**config.mk**
```make
export PLATFORM = sky130hd
export DESIGN_NAME = mem_word_ctrl
export DESIGN_NICKNAME = d
export VERILOG_FILES = /design/src/rtl/mem_word_ctrl.sv
export SDC_FILE = /design/constraint.sdc
export NUM_CORES = 1
export LEC_CHECK = 0
export CELL_PAD_IN_SITES_DETAIL_PLACEMENT = 0
export CELL_PAD_IN_SITES_GLOBAL_PLACEMENT = 1
export CORE_ASPECT_RATIO = 2
export CORE_UTILIZATION = 35
export DETAILED_ROUTE_END_ITERATION = 8
export GPL_TIMING_DRIVEN = 0
export MAX_ROUTING_LAYER = met4
export PLACE_DENSITY = 0.78
export SKIP_LAST_GASP = 1
export SLEW_MARGIN = 20
export SYNTH_ARGS = -nofsm -noshare
export SYNTH_HDL_FRONTEND = slang
export SYNTH_SLANG_ARGS = --single-unit
```
**constraint.sdc**
```tcl
create_clock -name clk -period 1.96 [get_ports clk]
set_input_delay 0.196 -clock clk [delete_from_list [all_inputs] [get_ports clk]]
set_output_delay 0.196 -clock clk [all_outputs]
set_load 0.005 [all_outputs]
```
**src/rtl/mem_word_ctrl.sv**
```systemverilog
// mem_word_ctrl
//   Turns 16-bit (2*DATA_WIDTH) word requests into accesses on a byte-read,
//   word-write data memory. A write is issued as one word-wide memory write.
//   A read fetches the low byte, then the high byte, from the synchronous
//   byte-read port and returns the assembled word.
//
//   Optional build macro: MEM_WORD_CTRL_ALIGN_CHECK_EN
//     When defined, any request with req_addr[0]=1 is rejected. It performs no
//     memory access and answers with rsp_err=1 and rsp_rdata=0.
//     When undefined, odd addresses are serviced and rsp_err is tied to 0.
//
// Ports
//   clk, rst    clock, asynchronous active-high reset
//   req_*       request channel (valid/ready); req_we selects write or read
//   rsp_*       response channel (valid/ready); read word and error flag
//   mem_we, mem_w_addr, mem_w_data   word write port of the memory
//   mem_r_addr, mem_r_data           byte read port (data valid one cycle later)
module mem_word_ctrl #(
  parameter int DATA_WIDTH = 8,
  parameter int ADDR_WIDTH = 8
) (
  input  logic                    clk,
  input  logic                    rst,
  input  logic                    req_valid,
  output logic                    req_ready,
  input  logic                    req_we,
  input  logic [ADDR_WIDTH-1:0]   req_addr,
  input  logic [2*DATA_WIDTH-1:0] req_wdata,
  output logic                    rsp_valid,
  input  logic                    rsp_ready,
  output logic [2*DATA_WIDTH-1:0] rsp_rdata,
  output logic                    rsp_err,
  output logic                    mem_we,
  output logic [2*DATA_WIDTH-1:0] mem_w_data,
  output logic [ADDR_WIDTH-1:0]   mem_w_addr,
  output logic [ADDR_WIDTH-1:0]   mem_r_addr,
  input  logic [DATA_WIDTH-1:0]   mem_r_data
);

  typedef enum logic [2:0] {
    IDLE,
    WR,
    RD_LO,
    RD_HI,
    RD_CAP,
    RESP
  } state_t;

  state_t                  state;
  state_t                  state_nxt;
  logic                    accept;
  logic                    misaligned;
  logic [ADDR_WIDTH-1:0]   addr_q;
  logic [ADDR_WIDTH-1:0]   r_addr_q;
  logic [2*DATA_WIDTH-1:0] wdata_q;
  logic [DATA_WIDTH-1:0]   lo_q;
  logic [2*DATA_WIDTH-1:0] rdata_q;

  assign accept = req_valid && (state == IDLE);

`ifdef MEM_WORD_CTRL_ALIGN_CHECK_EN
  logic err_q;
  assign misaligned = req_addr[0];
  assign rsp_err    = err_q;
`else
  assign misaligned = 1'b0;
  assign rsp_err    = 1'b0;
`endif

  always_comb begin
    state_nxt = state;
    case (state)
      IDLE: begin
        if (accept) begin
          if (misaligned)  state_nxt = RESP;
          else if (req_we) state_nxt = WR;
          else             state_nxt = RD_LO;
        end
      end
      WR:      state_nxt = IDLE;
      RD_LO:   state_nxt = RD_HI;
      RD_HI:   state_nxt = RD_CAP;
      RD_CAP:  state_nxt = RESP;
      RESP:    if (rsp_ready) state_nxt = IDLE;
      default: state_nxt = IDLE;
    endcase
  end

  always_ff @(posedge clk or posedge rst) begin
    if (rst) state <= IDLE;
    else     state <= state_nxt;
  end

  // The read address is a register rather than a decode of the state.
  // This keeps it stable between reads and untouched by rejected requests.
  always_ff @(posedge clk or posedge rst) begin
    if (rst) begin
      addr_q   <= '0;
      r_addr_q <= '0;
      wdata_q  <= '0;
      lo_q     <= '0;
      rdata_q  <= '0;
`ifdef MEM_WORD_CTRL_ALIGN_CHECK_EN
      err_q    <= 1'b0;
`endif
    end else begin
      case (state)
        IDLE: begin
          if (accept) begin
            addr_q  <= req_addr;
            wdata_q <= req_wdata;
            if (misaligned) begin
              rdata_q <= '0;
`ifdef MEM_WORD_CTRL_ALIGN_CHECK_EN
              err_q   <= 1'b1;
`endif
            end else if (!req_we) begin
              r_addr_q <= req_addr;
            end
          end
        end
        RD_LO:  r_addr_q <= addr_q + ADDR_WIDTH'(1);
        RD_HI:  lo_q     <= mem_r_data;
        RD_CAP: begin
          rdata_q <= {mem_r_data, lo_q};
`ifdef MEM_WORD_CTRL_ALIGN_CHECK_EN
          err_q   <= 1'b0;
`endif
        end
        default: ;
      endcase
    end
  end

  assign req_ready  = (state == IDLE);
  assign rsp_valid  = (state == RESP);
  assign rsp_rdata  = rdata_q;
  assign mem_we     = (state == WR);
  assign mem_w_addr = addr_q;
  assign mem_w_data = wdata_q;
  assign mem_r_addr = r_addr_q;

endmodule

```
==> key figures <==
Drt
  • Top Layer Used: met4
  • Routed wl met2: 2.75 mm
  • Vias: 1739
  • Detailed Route Iter0 Violations: 50
  • Routed wire length: 5.30 mm
  • Final ANT Viol Nets: 0
  • Post-route DRC: 0
  • DRT met1 WL: 2.19 mm
  • Via density: 4.65
  • Met3 WL post-DR: 235 um
  • Drt pass-1 iters: 4
  • WL/cell: 14.2 um

Hold path
  • Hold Crit Class: input port to async pin

Clock tree
  • H-tree levels: 3
  • CTS resizes: 0
  • Clock Latency Late Sink: 320 ps
  • Hold buffer count at cts: 0
  • CTS clk-pin slew, worst paths: 50 ps
  • Total CTS buffers: 9
  • Sink Count: 59
  • Root buf cell: clkbuf_16
  • Clock Path Buffers: 2
  • Setup Buffers After CTS: 0
  • TritonCTS clock tree: done

Yosys
  • Syn. warnings: 0
  • Synth Register Bits: 59
  • Synthesized area per cell: 13.8 um^2
  • Synth cell types: 29
  • Syn nets: 218
  • Sequential area share after synthesis: 59.4%
  • Synth Cell Area: 2490 um^2
  • Syn Inst Count: 180

Finish
  • Filler cells: 657
  • P&R area growth vs syn: 52.3%
  • Post-layout util: 55.0%
  • Share of post-route cells with drive strength above 1: 27.5%
  • N_diodes: 0
  • Final std cells w/o fill: 374
  • Nets: 317

Place
  • IO buf count: 87
  • Placed Cells: 358
  • GP Congestion: 0.715
  • Detailed Place HPWL: 3.81 mm

Power and ir drop
  • PD cells: 1720 nW/um^2
  • Final Power: 0.00652 W
  • Static Leak: 1.59 nW
  • Max VDD drop: 0.000827 V

Setup path
  • Crit path DAT: 1550 ps
  • Crit path largest cell delay: 530 ps
  • Cell Chain, Critical Path: buf_6, nor3b_1, clkdlybuf4s50_1
  • CP Class: flop to primary output
  • CP Capture Type: primary output
  • Slowest-stage cell, CP: clkdlybuf4s50_1
  • Startpoint type of the worst setup path: flop
  • CP Data Required Time: 1760 ps
  • Crit Path Max Fanout: 10
  • CP top delay family: buffers and inverters
  • Worst path bufs/invs: 2

Floorplanning
  • Starting Density: 36.1%
  • Die X: 61.6 um
  • IO Pins: 89
  • Die area: 7470 um^2
  • Die height: 121 um
  • Number of core rows: 43
  • Core Region: 6890 um^2

Timing
  • Final hold vios: 0
  • Tightest Pin Transition: 536 ps
  • RSZ-0062 raised after global routing: false
  • Final critical-path required period: 1750 ps
  • FMAX: 572 MHz
  • Min Hold Slack: 213 ps
  • Fin crit share: 89.2%
  • Relative slew slack: 63.9%
  • Final setup violation count: 0
  • Worst-case clock skew: 5.15 ps
  • Max Transition Viols Final: 0

Global routing
  • Grt ovf: 0
  • Antenna violations before repair: 0
  • Gr usage total: 17.0%
  • Largest net degree at the start of global routing: 35
  • First-pass GRT wire length: 8.74 mm
  • Vias in the first global route: 1850

Run
  • Max Cap Viol: 0

Status
  • Status: finished, final reports clean
[report_power, final]
part           switching (W)  internal, W
logic               0.000943      0.00182
registers           0.000368      0.00185
clock network       0.000525      0.00101
total                0.00184      0.00469
[logic make-up after synthesis]
group / share of synthesized area, %
compound gates: 3.27
xor+xnor: 2.11
fa+ha+maj: 0.503
buf+inv: 4.18
flops: 59.4
mux: 22.9
other cells: 0.151
simple gates: 7.50
[cells in the final DEF (no fill, tap or decap), drive strengths merged, types with 2 or more instances in the layout]
cell type and count:
clkinv 3, dfrtp 59, nor3 2, nor2 7
clkdlybuf4s50 87, mux2i 3, o211ai 3, nand2 13
xnor2 6, o21ai 6, clkbuf 11, mux2 48
inv 2, nor3b 2, nand3 6, buf 12
a21oi 4
[synth_stat cells, drive strengths merged]
master  number  share of area (%)
and3b        1               0.35
and2         1               0.25
ha           1               0.50
buf         11                3.9
nor3b        2                1.1
mux2        48                 22
o21ai        6                1.2
nand3b       1               0.30
a221oi       1               0.35
nor2b        1               0.25
dfrtp       59                 59
conb         1               0.15
inv          2               0.30
a21oi        4               0.80
nor3         2               0.60
or3b         1               0.35
nand2       13                2.0
o211ai       3               0.91
xnor2        6                2.1
nor2         7                1.2
nand3        6                1.2
mux2i        3                1.2
[layout make-up]
type	instances	area, um^2	area share [%]
Sequential cell	59	1480	39.0
Multi-Input combinational cell	108	907	23.9
Timing Repair Buffer	88	891	23.5
Clock buffer	11	243	6.41
Tap cell	90	113	2.97
Buffer	11	96.3	2.54
Clock inverter	5	52.6	1.39
Inverter	2	10.0	0.264
[state kept, by name, indices dropped and copies added (netlist names)]
name / count
mem_w_addr: 8
lo_q: 8
rsp_rdata: 16
mem_w_data: 16
mem_r_addr: 8
state: 3
[path summary, 6_finish.rpt]
kind,from,end,slack [ps],depth (start not counted)
setup / recovery,state[2],mem_we,210,3
hold / removal,rst,state[2],210,2
setup reg to reg,state[0],rsp_rdata[5],240,4
hold reg to reg,mem_r_addr[4],mem_r_addr[4],480,2
max in group asynchronous,rst,mem_w_data[0],1260,3
min in group clk,mem_r_addr[4],mem_r_addr[4],480,2
[metrics by stage]
stage / TNS, ps / worst slack [ps] / cell area (um^2)
final: 0 / 212 / 3790
after global routing: 0 / 123 / 3790
after CTS: 0 / 190 / 3790
after detailed placement: 0 / 199 / 3490
after global placement: -45650 / -775 / 3470
after floorplan: 0 / 308 / 2490
[metal layers]
layer | global-route usage [%] | vias up
met5 | - | -
met4 | 8.33 | 0
met3 | 4.90 | 11
met2 | 26.5 | 55
met1 | 19.4 | 854
li1 | - | 819
(Power assumes the default switching activity.)
==> variant 1 (config.mk and constraints unchanged) <==
Add a define of `MEM_WORD_CTRL_ALIGN_CHECK_EN`.
--- a/src/rtl/mem_word_ctrl.sv
+++ b/src/rtl/mem_word_ctrl.sv
@@ -16,4 +16,6 @@
 //   mem_we, mem_w_addr, mem_w_data   word write port of the memory
 //   mem_r_addr, mem_r_data           byte read port (data valid one cycle later)
+`define MEM_WORD_CTRL_ALIGN_CHECK_EN
+
 module mem_word_ctrl #(
   parameter int DATA_WIDTH = 8,
Function: changed (Yosys sat finds a counterexample within 4 cycles, from zero or initial values and one cycle with rst high).
==> variant 1 against the unedited design <==
Fmax is 5.9% lower. Total power is 1.8% lower. Cell area is 1.9% higher. Worst setup slack worse by 110 ps. Routed wire length is 15% higher. Sequential power hardly changed. Largest cell class unchanged. Area after synthesis is 1.8% higher. Sequential cell count is 1 higher. Final cell count is 1.6% higher. Hold slack worse by 21 ps.
==> variant 1: results (changes against the unedited design) <==
[outcome]
status = finished clean

[setup_path]
critPathLaunch = state[1]
worstPathArrival_ps = 1660  ; +110 ps
r2r_end = mem_w_data[10]
crit_end = mem_we
reg2reg_depth = 6  ; +2

[grt]
grt_pass1_wl_um = 9940  ; +14%
grt_pass1_vias = 1947  ; +5.2%
grt_max_degree = 37  ; +5.7%
use_met3_pct = 5.67  ; +0.77 points
track_usage_pct = 18.1  ; +1.1 points
grt_use_met1_pct = 18.0  ; -1.5 points

[pwr]
switching_power_mw = 1.84  ; +0.26%
leakagePower_nw = 1.65  ; +4.0%
ir_drop_mv = 0.804  ; -2.7%

[synth]
synth_common_cells = dfrtp_1 (60), mux2_1 (19), a22o_1 (17)
synth_area_leaders = dfrtp_1 (59%), mux2_1 (8.4%), a22o_1 (5.9%)
synth_cell_types = 37  ; +28%
syn_inst = 186  ; +3.3%
yosysSeqAreaShare_pct = 59.3  ; -0.068 points

[clock_network]
cts.path.max_buffers = 2  ; unchanged

[layout]
fill_cells = 584  ; -11%
final_nets = 323  ; +1.9%

[routing]
via_per_inst = 4.92  ; +5.8%
routed_wl_um = 6080  ; +15%
wl_per_cell_um = 16.0  ; +13%
dr.pass1.iters = 5  ; +1
drtIter0Drc = 55  ; +10%

[timing]
max_freq_ghz = 0.538  ; -5.9%
tightest_slew_ps = 511  ; -25.4 ps
finClkSkew_ps = 4.42  ; -0.735 ps

[placed_design]
dp.cells = 365  ; +2.0%
post-place-ws_ps = 62.9  ; -136 ps
port_buffers = 88  ; +1.1%
dpl_cell_area_um2 = 3550  ; +1.6%
dp_hpwl_um = 4510  ; +18%
gp_congestion = 0.759  ; +6.1%

[min_path]
min_path_type = input port to asynchronous set/reset pin

==> variant 1: changes by cell type after synthesis, sizes merged, moves of 3 or more <==
cell | before | now
nand2 | 13 | 8
xor2 | 0 | 4
and3 | 0 | 4
a22o | 0 | 17
mux2 | 48 | 32
o211ai | 3 | 0
nor2 | 7 | 3
o221ai | 0 | 4
xnor2 | 6 | 2
==> variant 1: power groups by stage <==
stage          sequential [mW]  clock (mW)  combinational [mW]
3_5_place_dp              2.23           0                2.57
2_1_floorplan             2.22           0                1.17
3_3_place_gp              2.21           0                2.52
5_1_grt                   2.31        1.75                2.77
6_report                  2.22        1.65                2.53
4_1_cts                   2.22        1.70                2.58
==> variant 1: critical path, cell delays in order, from the launching register on <==
cell             delay (ps)
dfrtp_1                 350
buf_2                   220
nor3b_1                 240
clkdlybuf4s50_1         530
==> variant 1: cell families (layout without fill, tap and decap cells) <==
| group | Yosys count | in the layout | share of synthesized area [%] |
|---|---|---|---|
| compound gates | 36 | 36 | 11.1 |
| xor+xnor | 6 | 6 | 2.08 |
| simple gates | 36 | 36 | 8.45 |
| mux | 33 | 33 | 14.6 |
| flops | 60 | 60 | 59.3 |
| buf+inv | 14 | 118 | 4.00 |
| fa+ha+maj | 1 | 1 | 0.494 |
==> variant 1: how the worst min path moves through the flow <==
stage,end,slack [ps],cells after the start
after floorplan,rsp_rdata[10],330,1
after global routing,mem_w_data[3],210,2
after CTS,mem_w_data[3],200,2
final,mem_w_data[3],190,2
after detailed placement,rsp_rdata[3],470,1
after global placement,mem_w_data[9],470,1
==> variant 1: final cells by class <==
| type | count | area [um^2] | share of cell area [%] |
|---|---|---|---|
| flip-flops and latches | 60 | 1500 | 38.9 |
| multi-input cells | 112 | 930 | 24.1 |
| clock buffers | 9 | 225 | 5.83 |
| repair buffers | 89 | 901 | 23.3 |
| plain buffers | 11 | 90.1 | 2.33 |
| clock inverters | 7 | 91.3 | 2.37 |
| inverters | 2 | 10.0 | 0.259 |
| well taps | 90 | 113 | 2.92 |
==> variant 1: routing by layer <==
layer,vias up,wire length (um)
li1,881,-
met1,910,2300
met2,65,3280
met3,14,320
met4,0,181
met5,-,0
==> variant 2 (same settings) <==
Made on the original files. Encoding of `state_t`: now one-hot (6 bits for 6 states).
--- a/src/rtl/mem_word_ctrl.sv
+++ b/src/rtl/mem_word_ctrl.sv
@@ -38,11 +38,11 @@
 );
 
-  typedef enum logic [2:0] {
-    IDLE,
-    WR,
-    RD_LO,
-    RD_HI,
-    RD_CAP,
-    RESP
+  typedef enum logic [5:0] {
+    IDLE   = 6'b000001,
+    WR     = 6'b000010,
+    RD_LO  = 6'b000100,
+    RD_HI  = 6'b001000,
+    RD_CAP = 6'b010000,
+    RESP   = 6'b100000
   } state_t;
 
Function: no difference found for any inputs over 10 cycles, from zero or initial values and one cycle with rst high; not proved beyond that.
==> variant 2 against the unedited design <==
The run now ends with negative setup slack left. Area after synthesis increased by 5.9%. Critical path depth increased by 3. Synthesized cell count decreased by 3.3%. Sequential cell count is 3 higher. Cell area increased by 7.5%. Routed wire length rose by 3.9%. First-iteration DRC count rose by 12%. Total power down 15%. Worst setup slack got worse by 280 ps. Critical path type is now flip-flop to flip-flop. Largest power group is now sequential cells.
==> variant 2: results (changes against the unedited design) <==
[setup_path]
crit_end = mem_w_data[5]
worstPathArrival_ps = 2240  ; +690 ps
reg2reg_depth = 6  ; +2
reg2reg_from = state[2]
cp_slowest_cell = or4_4
max_stage_delay_ps = 560  ; +30 ps

[synth]
syn_nets = 212  ; -2.8%
avgSynthCellArea_um2 = 15.1  ; +9.5%
async_flop_share_pct = 100  ; unchanged
synth_common_cells = dfrtp_1 (61), mux2_2 (28), mux2_4 (20)
synth_area_leaders = dfrtp_1 (58%), mux2_2 (12%), mux2_4 (11%)
yosysSeqAreaShare_pct = 59.0  ; -0.40 points

[clock_network]
htreeDepth = 3  ; unchanged

[placed_design]
post-place-ws_ps = -151  ; -350 ps
dp.cells = 354  ; -1.1%
gp_congestion = 0.739  ; +3.3%
dpl_cell_area_um2 = 3640  ; +4.3%
dp_hpwl_um = 3940  ; +3.3%

[grt]
grt_pass1_vias = 1831  ; -1.0%
antenna_found_initial = 0  ; unchanged
track_usage_pct = 15.6  ; -1.4 points
grt_max_degree = 33  ; -5.7%
grt_pass1_wl_um = 9020  ; +3.2%

[pwr]
ir_drop_mv = 0.737  ; -11%
power.density_nw_per_um2 = 1360  ; -21%
leakagePower_nw = 1.92  ; +21%

[timing]
finClkSkew_ps = 3.33  ; -1.82 ps
setup_tns_ps = -1100  ; -1100 ps
slew_headroom_pct = 62.1  ; -1.8 points
worst_slack_ps = -69.2  ; -281 ps
finalSetupViolations = 21  ; +21

[routing]
drtIter0Drc = 56  ; +12%
routed_wl_um = 5510  ; +3.9%
via_per_inst = 4.68  ; +0.57%

[layout]
layout.cells.non_filler = 377  ; +0.80%
drive_gt1_share_pct = 29.5  ; +2.0 points
final_nets = 318  ; +0.32%

[die]
dieArea_um2 = 7900  ; +5.7%

[outcome]
violations = negative setup slack
status = finished, violations left

## variant 2: worst max-delay path, delay by kind of cell, from the launching register on
family | cells | cell delay (ps)
buf+inv | 2 | 330
flops | 1 | 410
mux | 1 | 300
simple gates | 3 | 870
## variant 2: final cells by class
type                       instances  area share, %
clock buffer                      13           6.88
inverter                           5          0.522
sequential                        62           38.1
clock inverter                     3          0.983
buffer                             6           1.47
tap                               92           2.83
multi-input combinational        101           25.6
timing repair buffer              95           23.6
## variant 2: how the worst min path moves through the flow
stage	from	end	slack, ps	depth (start not counted)
after floorplan	req_valid	state[0]	250	1
after global placement	lo_q[2]	rsp_rdata[2]	480	1
after detailed placement	lo_q[4]	lo_q[4]	490	1
after CTS	rst	lo_q[6]	240	2
after global routing	rst	lo_q[6]	270	2
final	rst	lo_q[6]	220	2
## variant 2: cells by family after synthesis
kind of cell,Yosys count,synth area share [%]
other,1,0.142
DFF,62,59.0
buffers and inverters,11,2.28
AOI/OAI and AO/OA,6,1.28
and+or+nand+nor,26,6.56
muxes,61,28.3
adders and majority gates,1,0.475
xor gates and xnor gates,6,2.00
## variant 2: what timing repair did
| item | CTS | global route |
|---|---|---|
| pin swaps | 3 | 2 |
| gates resized for setup | 8 | 8 |
| setup buffers | 4 | 2 |
| setup endpoints to repair | 32 | 27 |
| hold buffers | 0 | 0 |
| gates cloned | 0 | 1 |
## variant 2: per-layer routing
metal,part of all wire (%),GRT usage [%]
met5,0,-
met1,38,16.2
met4,2.7,8.82
met3,4.5,3.39
met2,55,26.5
## variant 2: power by group
part | internal, mW | switching, mW
Clock | 1.12 | 0.528
Sequential | 1.73 | 0.322
Combinational | 1.31 | 0.528
